### config.mk
export PLATFORM = sky130hd
export DESIGN_NAME = mips_cpu_alu_regs_flat
export DESIGN_NICKNAME = d
export VERILOG_FILES = /design/src/rtl/mips_cpu_pkg.sv /design/src/rtl/mips_cpu_alu_regs_if.sv /design/src/rtl/mips_cpu_ALU.sv /design/src/rtl/mips_cpu_registers.sv /design/src/rtl/mips_cpu_alu_regs.sv /design/src/flat_wrapper.sv
export SDC_FILE = /design/constraint.sdc
export NUM_CORES = 2
export LEC_CHECK = 0
export BUFFER_PORTS_ARGS = -buffer_cell sky130_fd_sc_hd__buf_4
export CAP_MARGIN = 20
export CORE_MARGIN = 4
export CORE_UTILIZATION = 65
export DETAILED_ROUTE_END_ITERATION = 10
export PLACE_DENSITY_LB_ADDON = 0.3
export SLEW_MARGIN = 20
export SYNTH_ARGS = -nofsm -noshare
export SYNTH_HDL_FRONTEND = slang
export SYNTH_SLANG_ARGS = --single-unit
### constraint.sdc
create_clock -name clk -period 12.93 [get_ports clk]
set_clock_uncertainty 0.1 [all_clocks]
set_input_delay 3.2325 -clock clk [delete_from_list [all_inputs] [get_ports clk]]
set_output_delay 3.2325 -clock clk [all_outputs]
set_load 0.1 [all_outputs]
### src/rtl/mips_cpu_pkg.sv
// rtl/mips_cpu_pkg.sv - shared ALU control, opcode/fn enums and register indices for the multicycle MIPS core
package mips_cpu_pkg;

    typedef enum logic [3:0] {
        ALU_AND  = 4'b0000,
        ALU_OR   = 4'b0001,
        ALU_XOR  = 4'b0010,
        ALU_NOR  = 4'b0011,
        ALU_ADDU = 4'b0100,
        ALU_SUBU = 4'b0101,
        ALU_SLT  = 4'b0110,
        ALU_SLTU = 4'b0111,
        ALU_SLL  = 4'b1000,
        ALU_SRL  = 4'b1001,
        ALU_SRA  = 4'b1010,
        ALU_SLLV = 4'b1011,
        ALU_SRLV = 4'b1100,
        ALU_SRAV = 4'b1101,
        ALU_LUI  = 4'b1110,
        ALU_NOP  = 4'b1111
    } alu_ctrl_t;

    typedef enum logic [5:0] {
        OP_RTYPE = 6'b000000,
        OP_J     = 6'b000010,
        OP_JAL   = 6'b000011,
        OP_ADDIU = 6'b001001,
        OP_LW    = 6'b100011,
        OP_SW    = 6'b101011
    } opcode_t;

    typedef enum logic [5:0] {
        FN_JR   = 6'b001000,
        FN_JALR = 6'b001001,
        FN_ADDU = 6'b100001
    } fn_t;

    localparam logic [4:0] REG_ZERO = 5'd0;
    localparam logic [4:0] REG_V0   = 5'd2;
    localparam logic [4:0] REG_RA   = 5'd31;

endpackage

### src/rtl/mips_cpu_alu_regs_if.sv
// rtl/mips_cpu_alu_regs_if.sv - controller-to-core bus: register file ports and ALU operands/result
interface mips_cpu_alu_regs_if;
    logic        writeEnable;
    logic [4:0]  writeaddress;
    logic [31:0] dataIn;
    logic [4:0]  readAdressA;
    logic [31:0] readDataA;
    logic [4:0]  readAddressB;
    logic [31:0] readDataB;
    logic [31:0] register_v0;
    logic [3:0]  control;
    logic [31:0] a;
    logic [31:0] b;
    logic [4:0]  sa;
    logic [31:0] r;
    logic        zero;

    modport master (
        output writeEnable, writeaddress, dataIn, readAdressA, readAddressB,
        output control, a, b, sa,
        input  readDataA, readDataB, register_v0, r, zero
    );

    modport slave (
        input  writeEnable, writeaddress, dataIn, readAdressA, readAddressB,
        input  control, a, b, sa,
        output readDataA, readDataB, register_v0, r, zero
    );
endinterface

### src/rtl/mips_cpu_ALU.sv
// rtl/mips_cpu_ALU.sv - combinational 32-bit ALU with zero flag
module mips_cpu_ALU
    import mips_cpu_pkg::*;
(
    input  logic [3:0]  control,
    input  logic [31:0] a,
    input  logic [31:0] b,
    input  logic [4:0]  sa,
    output logic [31:0] r,
    output logic        zero
);

    always_comb begin
        r = '0;
        case (alu_ctrl_t'(control))
            ALU_AND:  r = a & b;
            ALU_OR:   r = a | b;
            ALU_XOR:  r = a ^ b;
            ALU_NOR:  r = ~(a | b);
            ALU_ADDU: r = a + b;
            ALU_SUBU: r = a - b;
            ALU_SLT:  r = {31'b0, ($signed(a) < $signed(b))};
            ALU_SLTU: r = {31'b0, (a < b)};
            ALU_SLL:  r = b << sa;
            ALU_SRL:  r = b >> sa;
            ALU_SRA:  r = $signed(b) >>> sa;
            ALU_SLLV: r = b << a[4:0];
            ALU_SRLV: r = b >> a[4:0];
            ALU_SRAV: r = $signed(b) >>> a[4:0];
            ALU_LUI:  r = {b[15:0], 16'h0000};
            ALU_NOP:  r = '0;
            default:  r = '0;
        endcase
    end

    assign zero = (r == '0);

endmodule

### src/rtl/mips_cpu_registers.sv
// rtl/mips_cpu_registers.sv - 32x32 register file, two combinational reads, one synchronous write
module mips_cpu_registers
    import mips_cpu_pkg::*;
(
    input  logic        clk,
    input  logic        reset,
    input  logic        writeEnable,
    input  logic [4:0]  writeaddress,
    input  logic [31:0] dataIn,
    input  logic [4:0]  readAdressA,
    output logic [31:0] readDataA,
    input  logic [4:0]  readAddressB,
    output logic [31:0] readDataB,
    output logic [31:0] register_v0
);

    logic [31:0] regs_q [32];
    logic [31:0] regs_d [32];

    always_comb begin
        regs_d = regs_q;
        if (writeEnable && (writeaddress != REG_ZERO)) begin
            regs_d[writeaddress] = dataIn;
        end
    end

    always_ff @(posedge clk or negedge reset) begin
        if (!reset) begin
            for (int i = 0; i < 32; i++) begin
                regs_q[i] <= '0;
            end
        end else begin
            regs_q <= regs_d;
        end
    end

    // Reads come straight from the array: a same-cycle write is not forwarded.
    assign readDataA   = (readAdressA  == REG_ZERO) ? '0 : regs_q[readAdressA];
    assign readDataB   = (readAddressB == REG_ZERO) ? '0 : regs_q[readAddressB];
    assign register_v0 = regs_q[REG_V0];

endmodule

### src/rtl/mips_cpu_alu_regs.sv
// rtl/mips_cpu_alu_regs.sv - execution core wrapper: register file plus ALU behind one bus interface
module mips_cpu_alu_regs (
    input  logic               clk,
    input  logic               reset,
    mips_cpu_alu_regs_if.slave bus
);

    mips_cpu_registers u_registers (
        .clk          (clk),
        .reset        (reset),
        .writeEnable  (bus.writeEnable),
        .writeaddress (bus.writeaddress),
        .dataIn       (bus.dataIn),
        .readAdressA  (bus.readAdressA),
        .readDataA    (bus.readDataA),
        .readAddressB (bus.readAddressB),
        .readDataB    (bus.readDataB),
        .register_v0  (bus.register_v0)
    );

    mips_cpu_ALU u_alu (
        .control (bus.control),
        .a       (bus.a),
        .b       (bus.b),
        .sa      (bus.sa),
        .r       (bus.r),
        .zero    (bus.zero)
    );

endmodule

### src/flat_wrapper.sv
// flat-port wrapper written by rule: the top's interface ports become plain ports
module mips_cpu_alu_regs_flat 
  (clk, reset, bus_writeEnable, bus_writeaddress, bus_dataIn, bus_readAdressA, bus_readAddressB, bus_control, bus_a, bus_b, bus_sa, bus_readDataA, bus_readDataB, bus_register_v0, bus_r, bus_zero);
  mips_cpu_alu_regs_if bus_i ();
  input  logic clk;
  input  logic reset;
  input wire logic [$bits(bus_i.writeEnable)-1:0] bus_writeEnable;
  input wire logic [$bits(bus_i.writeaddress)-1:0] bus_writeaddress;
  input wire logic [$bits(bus_i.dataIn)-1:0] bus_dataIn;
  input wire logic [$bits(bus_i.readAdressA)-1:0] bus_readAdressA;
  input wire logic [$bits(bus_i.readAddressB)-1:0] bus_readAddressB;
  input wire logic [$bits(bus_i.control)-1:0] bus_control;
  input wire logic [$bits(bus_i.a)-1:0] bus_a;
  input wire logic [$bits(bus_i.b)-1:0] bus_b;
  input wire logic [$bits(bus_i.sa)-1:0] bus_sa;
  output wire logic [$bits(bus_i.readDataA)-1:0] bus_readDataA;
  output wire logic [$bits(bus_i.readDataB)-1:0] bus_readDataB;
  output wire logic [$bits(bus_i.register_v0)-1:0] bus_register_v0;
  output wire logic [$bits(bus_i.r)-1:0] bus_r;
  output wire logic [$bits(bus_i.zero)-1:0] bus_zero;
  assign bus_i.writeEnable = bus_writeEnable;
  assign bus_i.writeaddress = bus_writeaddress;
  assign bus_i.dataIn = bus_dataIn;
  assign bus_i.readAdressA = bus_readAdressA;
  assign bus_i.readAddressB = bus_readAddressB;
  assign bus_i.control = bus_control;
  assign bus_i.a = bus_a;
  assign bus_i.b = bus_b;
  assign bus_i.sa = bus_sa;
  assign bus_readDataA = bus_i.readDataA;
  assign bus_readDataB = bus_i.readDataB;
  assign bus_register_v0 = bus_i.register_v0;
  assign bus_r = bus_i.r;
  assign bus_zero = bus_i.zero;
  mips_cpu_alu_regs u_core (.clk(clk), .reset(reset), .bus(bus_i));
endmodule
# [Word-level counts from Yosys, hierarchy flattened]
# Index checks and enable logic that the tools add are counted.
[totals] register_bits=1024 latch_bits=0 ram_bits=0 mem_bits_ro=0 in_bits=123 output_inout_bits=129 elab_cells=87 n_memories=0
[classes] add_sub_neg=2 mul=0 div_mod_pow=0 magnitude_cmp=6 n_eq_ne=15 shifts=6 mux=12 n_bitwise=7 n_reduce_logical=7
[ops] cell="bitwise mux 1024 bit" count=1
[ops] cell="case mux 32 bit (16 select lines)" count=1
[ops] cell="binary-select mux 32 bit (select 5 bit)" count=2
[ops] cell="two-way mux 32 bit" count=7
[ops] cell="demux 32 bit (select 5 bit)" count=1
[ops] cell="< comparator 32 bit" count=2
[ops] cell="left shift 32 x 5 -> 32 bit" count=2
[ops] cell="right shift 32 x 5 -> 32 bit" count=2
[ops] cell=">>> shifter 32 x 5 -> 32 bit" count=2
[ops] cell="adder 32 bit" count=1
[ops] cell="bitwise AND 32 bit" count=1
[ops] cell="equality test 4 bit (second input constant)" count=8
[ops] cell="logical NOT 32 bit" count=1
[ops] cell="NOT 32 bit" count=1
[ops] cell="bitwise OR 32 bit" count=1
[ops] cell="subtractor 32 bit" count=1
[ops] cell="bitwise XOR 32 bit" count=1
[ops] cell="greater-or-equal comparator 6 bit (second input constant)" count=3
[ops] cell="NOT 5 -> 6 bit" count=3
[ops] cell="equality test 4 x 3 -> 1 bit (second input constant)" count=4
[ops] cell="logical NOT 5 bit" count=2
[ops] cell="equality test 4 x 2 -> 1 bit (second input constant)" count=2
[ops] cell="< comparator 6 x 1 -> 1 bit (second input constant)" count=1
[ops] cell="nonzero test 5 bit" count=1
[ops] cell="3 further kinds" count=4

# [Longest topological paths before layout]
[depth] ltp_word=6 depth_mapped=18

# [Cells and area by module]
# From an unflattened synthesis, not the netlist that was laid out.
[hier_totals] hier_cells=5384 hier_area_um2=66339.9
[by_module_without_submodules] module="mips_cpu_registers" instances=1 cells_per_inst=3546 area_per_inst_um2=54259.5 seq_area_each_um2=25624.6
[by_module_without_submodules] module="mips_cpu_ALU" instances=1 cells_per_inst=1838 area_per_inst_um2=12080.3 seq_area_each_um2=0.0

# [Worst setup path after synthesis]
# OpenSTA, ideal clock, no wires.
[synth_path] kind="input to output" startpoint="input port bus_a[0]" endpoint="output port bus_zero" t_arrival_ps=10370 required_ps=9597 path_slack_ps=-773 cell_stages=18 cell_sequence="clkbuf_1 > clkbuf_1 > inv_1 > ha_1 > inv_1 > fa_1 > nor2b_1 > o21a_1 > o31ai_1 > a2111oi_0 > o311a_1 > a21oi_1 > a41oi_1 > a21oi_1 > nand4b_1 > nor4b_2 > nand4b_1 > nor4bb_1"
[synth_between] word_cells_on_any_way=13 cone_classes="add/sub: 2; order compare: 2; shift: 3; mux: 1; bitwise: 4; reduce/logical: 1"
[synth_lines] element="from (decl)" line="flat_wrapper.sv:13" rtl="input wire logic [$bits(bus_i.a)-1:0] bus_a;"
[synth_lines] element="subtractor 32 bit, or another cell as far along" line="mips_cpu_ALU.sv:21" rtl="ALU_SUBU: r = a - b;"
[synth_lines] element="case mux 32 bit (16 select lines) *" line="mips_cpu_ALU.sv:15" rtl="case (alu_ctrl_t'(control))"
[synth_lines] element="named net bus_r[22]" line="flat_wrapper.sv:19" rtl="output wire logic [$bits(bus_i.r)-1:0] bus_r;"
[synth_lines] element="logical NOT 32 bit *" line="mips_cpu_ALU.sv:36" rtl="assign zero = (r == '0);"
[synth_lines] element="to (decl)" line="flat_wrapper.sv:20" rtl="output wire logic [$bits(bus_i.zero)-1:0] bus_zero;"
# The timed path passes the listed nets; every way through them passes the cells marked *.

# [Worst setup path in the final report]
[layout_path] startpoint="input port bus_control[3]" endpoint="output port bus_zero"
[layout_between] elab_chain_len=3 word_cells_on_any_way=18 cone_classes="eq/ne: 15; mux: 1; reduce/logical: 2"
[layout_lines] element="from (decl)" line="flat_wrapper.sv:12" rtl="input wire logic [$bits(bus_i.control)-1:0] bus_control;"
[layout_lines] element="equality test 4 bit, or another cell as far along" line="mips_cpu_ALU.sv:15"
[layout_lines] element="case mux 32 bit (16 select lines) *" line="mips_cpu_ALU.sv:15"
[layout_lines] element="logical NOT 32 bit *" line="mips_cpu_ALU.sv:36"
# Mark *: on every way between the ends. The rest lies on a longest branch, timed or not.

==> summary.md <==
| Metric | Value |
|---|---|
| GRT met1 Usage | 0.613 |
| Crit share post-route | 0.950 |
| RSZ-0062 raised after global routing | no |
| # H-tree levels | 3 |
| Grt peak-use layer | met2 |
| Largest family of logic cells by synthesized area | multiplexers |
| Synth Area in Simple Gates | 0.0545 |
| Most frequent cells in the layout | dfrtp_1 (1024), mux2_2 (1007), mux4_2 (654) |
| DRT iter0 DRCs | 8040 |
| Seq/Total Area, Yosys | 0.382 |
| Synth async-reset ratio | 1.00 |
| R2r setup slk | 11910 ps |
| Via count | 52200 |
| CORE AREA | 0.102 mm2 |
| Post-CTS Setup Bufs | 0 |
| Worst-path clk slew | 60 ps |
| Met2 Usage GRT | 0.699 |
| Compound-cell area share of the yosys netlist | 0.0720 |
| Initial antenna violation count | 18 |
| Max-cap violations | 0 |
| CP Class | in -> out |
| Largest net degree at the start of global routing | 193 |
| Arrival @ worst endpoint | 8960 ps |
| Dominant cells by area after synthesis | dfrtp_1 (38%), mux4_2 (22%), mux2_2 (17%) |
| Syn-to-layout area delta | 9.47% |
| Post-synthesis mux area share | 0.424 |
| Post-Route WL | 258 mm |
| Num rows | 117 |
| Leakage | 31.6 nW |
| Crit-path max FO | 37 |
| CP required | 9600 ps |
| Yosys reg bits | 1024 |
| Global route total overflow | 0 |
| Largest area contributor in the synthesized netlist | dfrtp_1 |
| Syn_nets | 5438 |
| Gpl congestion | 1.11 |
| Commonest non-fill, non-tap cell in the layout | dfrtp_1 |
| 1st-pass router iterations | 8 |
| GRT Util Overall | 0.475 |
| Slew margin rel. | 0.247 |
| Cells after Synth | 5216 |
| Top FF cell, synth | dfrtp_1 |
| Met3 Use GR | 0.163 |
| Yosys top cell area share | 0.382 |
| TritonCTS clock tree | done |
| IO Port Bufs | 251 |
| Tmin final | 12290 ps |
| Vias in the first global route | 53100 |
| Final setup violation count | 0 |
| Worst slew pin tran | 1100 ps |
| Worst min path class | reg -> reg |
| First-pass GRT wire length | 372 mm |
| Die area | 0.108 mm2 |
| Power density over the cells | 151 mW/mm2 |
| Critical Path Start Type | input port |
| Total CTS buffers | 102 |
| Final hold vios | 0 |
| Design Power | 11.1 mW |
| Syn_area_per_cell | 12.8 um2 |
| # resized after CTS | 0 |
| Die width | 329 um |
| Placed cells | 6364 |
| Layout cell share with drive strength beyond 1 | 0.453 |
| Maximum clock path buffer count | 3 |
| Final nets | 5323 |
| Slew Limit Fails | 0 |
| Crit. End Element | output pin |
| Clock sink count | 1024 |
| Status | finished, final reports clean |
| Netlist cell types | 95 |
| HPWL after DPL | 160 mm |
| Post-CTS Hold Buffers | 0 |
| Initial Utilization | 0.657 |
| I/O pin cnt | 252 |
| Fin cells | 6566 |
| # DRC | 0 |
| Die height | 329 um |
| Worst vdd ir | 0.000193 V |
| Worst skew pair latency | 650 ps |
| Post-synth design cell area | 0.0670 mm2 |
| Vias/cell | 7.95 |
| Syn. warnings | 0 |
| CTS Root Cell | clkbuf_16 |
| Post-synth EDFFs | 0 |
| Routed Antenna Nets | 0 |
| Fmax | 81.4 MHz |
| Post-Synth Adder-Cell Area | 0.0187 |
| Drt wl/cell | 39.3 um |
| Xor/xnor share of the synthesized area | 0.00418 |
## metal layers
layer	vias to the layer above	routed length, um
met4	14	19800
li1	19800	-
met3	1243	33500
met1	26700	90400
met5	-	99
met2	4385	114000
## per-stage QoR
step | hold WS (ps) | TNS (ps) | setup slack (ps) | instance area (um2) | utilization
3_3_place_gp | 276 | 0 | 1050 | 69700 | 0.683
4_1_cts | 297 | 0 | 981 | 73300 | 0.718
5_1_grt | 309 | 0 | 698 | 73300 | 0.719
2_1_floorplan | 341 | -63.9 | -63.9 | 67300 | -
3_5_place_dp | 283 | 0 | 1010 | 69700 | 0.683
6_report | 301 | 0 | 642 | 73300 | 0.719
## final cells by class
cell class / count / area [um2]
multi-input combinational: 3495 / 39000
fill: 6255 / 28700
sequential: 1024 / 25600
timing repair buffer: 379 / 3020
clock buffer: 139 / 2960
tap: 1368 / 1710
clock inverter: 51 / 622
inverter: 99 / 374
antenna: 11 / 27.5
## power by group
part           internal, mW  switching [mW]  total [mW]
clock network          1.82            1.36        3.18
registers              3.81           0.542        4.36
logic                  1.55            2.02        3.57
total                  7.18            3.93        11.1
## path summary, 6_finish.rpt
check | start | to | cells after the start
setup / recovery | bus_control[3] | bus_zero | 16
hold / removal | u_core.u_registers.regs_q[993] | u_core.u_registers.regs_q[993] | 0
setup reg to reg | u_core.u_registers.register_v0[0] | u_core.u_registers.register_v0[0] | 1
hold reg to reg | u_core.u_registers.regs_q[993] | u_core.u_registers.regs_q[993] | 0
max in group asynchronous | reset | u_core.u_registers.regs_q[41] | 4
min in group asynchronous | reset | u_core.u_registers.regs_q[695] | 1
## cell usage after synthesis (all sizes together) (61+ instances only)
cell and number:
nor2 245, mux2 1013, a21oi 189, dfrtp 1024, inv 98, clkbuf 386, buf 212, nor3 61
o21ai 88, mux4 654, nand2 222, mux2i 218, ha 97
## state kept, by name, indices dropped and copies added (netlist names)
register	cells
u_core.u_registers.register_v0	32
u_core.u_registers.regs_q	992
## cells by family (layout without fill, tap and decap cells)
kind of cell               Yosys count  in the layout
AOI/OAI and AO/OA                  711            711
xor gates and xnor gates            32             32
adders and majority gates           99             99
buffers and inverters              697            668
DFF                               1024           1024
muxes                             1885           1885
other                                0             11
and+or+nand+nor                    768            768
## critical path: stages
cell and delay (ps):
buf_4 320, and4bb_1 500, buf_4 290, mux2i_4 260, buf_4 460, nor2_1 90
a2111oi_0 840, o211ai_1 400, o32a_4 460, o21bai_1 160, or4_1 460, nor4b_2 330
buf_4 190, nand4b_1 180, nor4bb_1 370, buf_4 350
Power figures use the tool's default switching activity.
